==> src/rtl/nand_gate.sv <==
// nand_gate: parameterised bitwise two-input NAND with registered copy and saturating activity counter
//   y       out [WIDTH]  combinational ~(a & b); no clock, reset or enable dependence
//   a, b    in  [WIDTH]  operands
//   clk     in           rising-edge clock for y_q and act_cnt
//   rst     in           synchronous active-high reset: y_q <= all ones, act_cnt <= 0
//   en      in           capture enable for y_q
//   y_q     out [WIDTH]  y sampled on enabled edges
//   act_cnt out [CNT_W]  count of captures that changed y_q, saturating at all ones
// y is declared first so a positional (y, a, b) hookup yields a plain NAND cell.
module nand_gate #(
    parameter int WIDTH = 1,
    parameter int CNT_W = 16
) (
    output logic [WIDTH-1:0] y,
    input  logic [WIDTH-1:0] a,
    input  logic [WIDTH-1:0] b,
    input  logic             clk,
    input  logic             rst,
    input  logic             en,
    output logic [WIDTH-1:0] y_q,
    output logic [CNT_W-1:0] act_cnt
);
    // Continuous assign keeps standard X/Z semantics: a 0 on either side forces 1.
    assign y = ~(a & b);

    always_ff @(posedge clk) begin
        if (rst) begin
            y_q     <= '1;
            act_cnt <= '0;
        end else if (en) begin
            y_q <= y;
            if (y != y_q && act_cnt != '1)
                act_cnt <= act_cnt + CNT_W'(1);
        end
    end
endmodule

==> config.mk <==
export PLATFORM = sky130hd
export DESIGN_NAME = nand_gate
export DESIGN_NICKNAME = d
export VERILOG_FILES = /design/src/rtl/nand_gate.sv
export SDC_FILE = /design/constraint.sdc
export NUM_CORES = 1
export LEC_CHECK = 0
export ABC_AREA = 1
export BUFFER_PORTS_ARGS = -buffer_cell sky130_fd_sc_hd__buf_2
export CORE_UTILIZATION = 47
export DETAILED_ROUTE_END_ITERATION = 6
export GPL_ROUTABILITY_DRIVEN = 1
export PLACE_DENSITY = 0.82
export SYNTH_ARGS = -nofsm -noshare
export SYNTH_HDL_FRONTEND = slang
export SYNTH_SLANG_ARGS = --single-unit
==> constraint.sdc <==
create_clock -name clk -period 1.9 [get_ports clk]
set_input_delay 0.19 -clock clk [delete_from_list [all_inputs] [get_ports clk]]
set_output_delay 0.19 -clock clk [all_outputs]
set_load 0.01 [all_outputs]
-- Word level (Yosys, flattened, before mapping)
Cells that the tools add are included.
Widths: inputs -> output; s select.
- add/sub/neg operators: 1
- equality and inequality tests: 2
- bitwise logic cells: 2
- reductions and logical operators: 2
- operator list (cell ; number):
    $add 16x1->16 const B ; 1
    $ne 16x16->1 const B ; 1
    $reduce_and 2->1 ; 1
    $and 1x1->1 ; 1
    $logic_and 1x1->1 ; 1
    $ne 1x1->1 ; 1
    $not 1->1 ; 1
- flip-flop bits (word level): 17
- output and inout port bits: 18
- logic and storage cells: 9

-- Logic depth before layout (Yosys ltp)
- depth in word-level cells: 5
- depth in mapped cells: 10

-- Worst setup path before layout
No wires, ideal clock.
- path type: register to register
- start: register act_cnt[1]
- end: register act_cnt[10]
- arrival time: 1.371 ns
- data required time: 1.785 ns
- slack: 0.414 ns
- cell stages (with the launch flop): 10
- path buffers: 1
- period minus slack after synthesis: 1.486 ns
- cells stage by stage: dfxtp_1 ha_1 nand2_1 nor2_1 nand2_1 nor2_1 nor2_4 buf_6 a21oi_1 nor2_1
- word-level cells in the longest chain between the ends: 3
- ends and longest elaborated chain (element ; RTL line ; text):
    start, declared ; 21 ; output logic [CNT_W-1:0] act_cnt
    start signal, assigned ; 33 ; act_cnt <= act_cnt + CNT_W'(1);
    branches (longest 3 deep; another with $add 16x1->16) ; -- ;
Several ways; the timed one is not identified.
A chain may end at the register's enable or synchronous reset.

-- Worst setup path after layout
- start: register act_cnt[0]
- end: register act_cnt[1]
The elaborated chain is that of the path after synthesis.

==> impl.org <==
** Run status
- Status :: completed

** STA
- Post-Route Hold Slack :: 0.0514 ns
- Subtracting the final worst setup slack from the clock period gives 1.68 ns.
- Setup repair after global routing left no endpoint under its margin.
- Setup-failing EPs final :: 0
- Worst Slack Setup Final :: 0.225 ns
- Number of hold violations in the final report :: 0
- Final total negative setup slack :: 0 ns
- The count of final max-slew check failures is 0.
- Worst Clk Skew :: 0.00231 ns
- Dividing the final minimum period by the clock period gives 0.882.
- Based on the critical path, the design can be clocked at up to 0.597 GHz.
- Worst Max-Slew Pin Slew :: 0.530 ns
- Rel. slew slack :: 0.646

** Worst setup path
- The worst register-to-register path ends at act_cnt[1].
- Top cell family by delay on the critical path :: simple AND/OR/NAND/NOR gates
- For the worst flop-to-flop path, the logic depth is 10.
- The worst setup path is of the flop to flop kind.
- CP max stage delay :: 0.40 ns
- Most frequent cell on the critical path :: nand2_1
- Arrival time worst endpoint :: 1.87 ns
- Of all nets on the critical path, the largest fanout is 9.
- Required time reported for the critical path endpoint :: 2.09 ns
- Register-to-Register Setup Slack :: 0.22 ns
- STA classifies the critical path startpoint as a flop.
- Type of destination of the critical path :: flop
- Cells traversed along the worst timing path :: ha_1 > nand2_1 > nor2_1 > nand2_1 > inv_1 > nand2_1 > nand3_1 > nand2_1 > nand2_1 > nor2_1
- Together, buffers and inverters on the worst path number 1.
- The slowest stage of the critical path is the dfxtp_1 cell.
- The startpoint identified for the worst register-to-register timing path is act_cnt[0].

** Final layout
- Fraction of layout instances using a drive strength above 1 :: 0.149
- From synthesis to final layout, the design area changed by 15.8%.
- Design Area, Final :: 0.00119 mm²
- The filler cells instantiated in the layout total 213.
- In the final layout, flip-flops and latches occupy 340 µm².
- The multi-input combinational cells in the finished layout cover a total of 552 µm².
- The number of antenna diodes in the final layout is 0.
- Leading cell type in the layout, fill and taps excluded :: nand2_1
- Leaving out fill and tap cells, the most frequent cells in the layout are nand2_1, nor2_1, inv_1, nand3_1, buf_2.
- Number of nets in the final layout :: 209

** GRT
- The number of global-route vias before repair came to 1031.
- Number of antenna violations at the first check in global routing :: 0
- Overall global routing resource usage :: 0.223
- Entering global routing, the biggest net connects 17 pins.
- The first global-routing pass estimated 4110 µm of wire.
- Summed over all layers, the global routing overflow is 0.

** Min path
- Hold Crit Start :: rst
- Capture endpoint of the worst hold path :: act_cnt[9]
- Worst hold-check path type :: primary input to flop
- Counting instances, the worst hold path has a depth of 2.

** Routing
- After detailed routing, the number of vias per cell comes to 4.90.
- After detailed routing, the average wire length per cell comes to 10.3 µm.
- Summed over all nets, wire length on met2 after detailed routing comes to 1050 µm.
- Summed over all nets, wire length on met3 after detailed routing comes to 136 µm.
- In the final routing, the length of wire on met1 measures 1110 µm.
- Post-detailed-route DRC marker count :: 0
- The routed layout has 1122 vias.
- For this block, the initial DRC count from the detailed router was 51.
- The count of nets left with antenna violations once routing finished came out at 0.
- Routed WL :: 2350 µm
- After detailed routing, no signal wire sits above met4.
- For this run, the detailed router's first-pass iteration total came to 4.

** Clock tree
- Post-CTS Hold Fix Bufs :: 0
- No sink is reached through more buffers than the 2 on the longest clock path.
- Clock tree from TritonCTS :: built
- Post-CTS Setup Inserts :: 0
- Post-CTS repair changed the size of 0 cells.
- After clock tree synthesis, the clock-pin slew on the worst setup and hold paths is 0.09 ns.
- TritonCTS created 3 clock buffers.
- CTS built an H-tree with a depth of 1.
- The later pin in the worst-skew pair is clocked with a latency of 0.29 ns.
- The cell sitting at the root of the clock tree is a clkbuf_4.
- Sinks on the clock net :: 17

** Die
- In this run the horizontal extent of the chip is 48.8 µm.
- Cell Rows :: 16
- The die is 48.8 µm tall.
- In this run the standard cell core region covers 0.00200 mm².
- 23 I/O pins were placed.
- Die area :: 0.00238 mm²
- Initial core utilization :: 0.513

** Power
- Leakage power of the design :: 0.652 nW
- The completed layout was analyzed and its total power is 0.646 mW.
- In this run the power density over the cells is 543 mW/mm².
- IR analysis of the VDD net gives a maximum drop of 0.452 mV.

** Placement
- Before CTS, the worst setup slack after placement is 0.249 ns.
- Detailed placement ended at an HPWL of 1770 µm.
- Routability-driven placement finished with a final weighted congestion of 0.891.
- Buffers placed on the I/O ports in this run total 22.
- Summing all placed instances gives a cell area of 0.00116 mm².

** Synthesis
- Yosys printed 0 warnings.
- Of the synthesized area, sequential elements account for 0.331.
- Area of the mapped netlist :: 0.00103 mm²
- Post-Synthesis Mean Instance Area :: 5.80 µm²
- Synthesized flop and latch total :: 17
- Mapped Nets :: 183
- Distinct cells, synth :: 15
- Counting every instance in the synthesized netlist gives 177.

** Job
- Across the run, the number of max-cap violations was 0.
[flip-flops by register name (all words and copies together) (netlist names)]
| signal | count |
|---|---|
| y_q | 1 |
| act_cnt | 16 |
[final cells by class]
| type | count | share of cell area |
|---|---|---|
| Multi-Input combinational cell | 126 | 0.464 |
| Sequential cell | 17 | 0.286 |
| Inverter | 32 | 0.101 |
| Timing Repair Buffer | 23 | 0.0988 |
| Tap cell | 27 | 0.0284 |
| Clock buffer | 4 | 0.0221 |
[Yosys cell counts]
cell type	count	area, µm²
nor2_1	38	143
clkbuf_1	1	3.75
inv_1	31	116
xor2_1	1	8.76
a21oi_1	6	30.0
nand2_1	51	191
inv_2	1	3.75
buf_6	1	11.3
nand4_1	2	12.5
dfxtp_1	17	340
nand3_1	24	120
nand2_2	1	6.26
nor2_4	1	11.3
xor2_2	1	16.3
ha_1	1	12.5
[stage by stage]
stage	instances	utilization
after floorplan	177	-
after global placement	225	0.581
after detailed placement	225	0.581
after CTS	229	0.594
after global routing	229	0.594
final	229	0.594
[power breakdown]
part | switching [mW] | internal (mW) | total [mW]
combinational | 0.0530 | 0.0285 | 0.0815
sequential | 0.00923 | 0.363 | 0.372
clock | 0.111 | 0.0817 | 0.193
[worst reg2reg max path, cell delays in order (launching register included)]
cell and delay (ns):
dfxtp_1 0.40, ha_1 0.23, nand2_1 0.07, nor2_1 0.11, nand2_1 0.09, inv_1 0.06, nand2_1 0.19, nand3_1 0.25
nand2_1 0.08, nand2_1 0.06, nor2_1 0.04
[metal layers]
layer / track usage / vias up
met2: 0.363 / 38
met4: 0.123 / 0
met5: 0 / -
met1: 0.278 / 491
met3: 0.0346 / 7
li1: - / 586
[logic make-up (layout without fill, tap and decap cells)]
kind of cell               count (synthesis)  in the layout  synth area share
xor gates and xnor gates                   2              2            0.0244
and+or+nand+nor                          117            117             0.471
DFF                                       17             17             0.331
AOI/OAI and AO/OA                          6              6            0.0292
buffers and inverters                     34             59             0.132
adders and majority gates                  1              1            0.0122
[worst max path at each step]
stage / cells past startpoint / startpoint / slack [ns] / end
after floorplan: 9 / act_cnt[1] / 0.41 / act_cnt[10]
after global placement: 10 / act_cnt[0] / 0.32 / act_cnt[1]
after detailed placement: 10 / act_cnt[0] / 0.25 / act_cnt[1]
after CTS: 10 / act_cnt[0] / 0.24 / act_cnt[1]
after global routing: 10 / act_cnt[0] / 0.05 / act_cnt[2]
final: 10 / act_cnt[0] / 0.22 / act_cnt[1]
No activity file was read; power rests on OpenSTA's default activity.
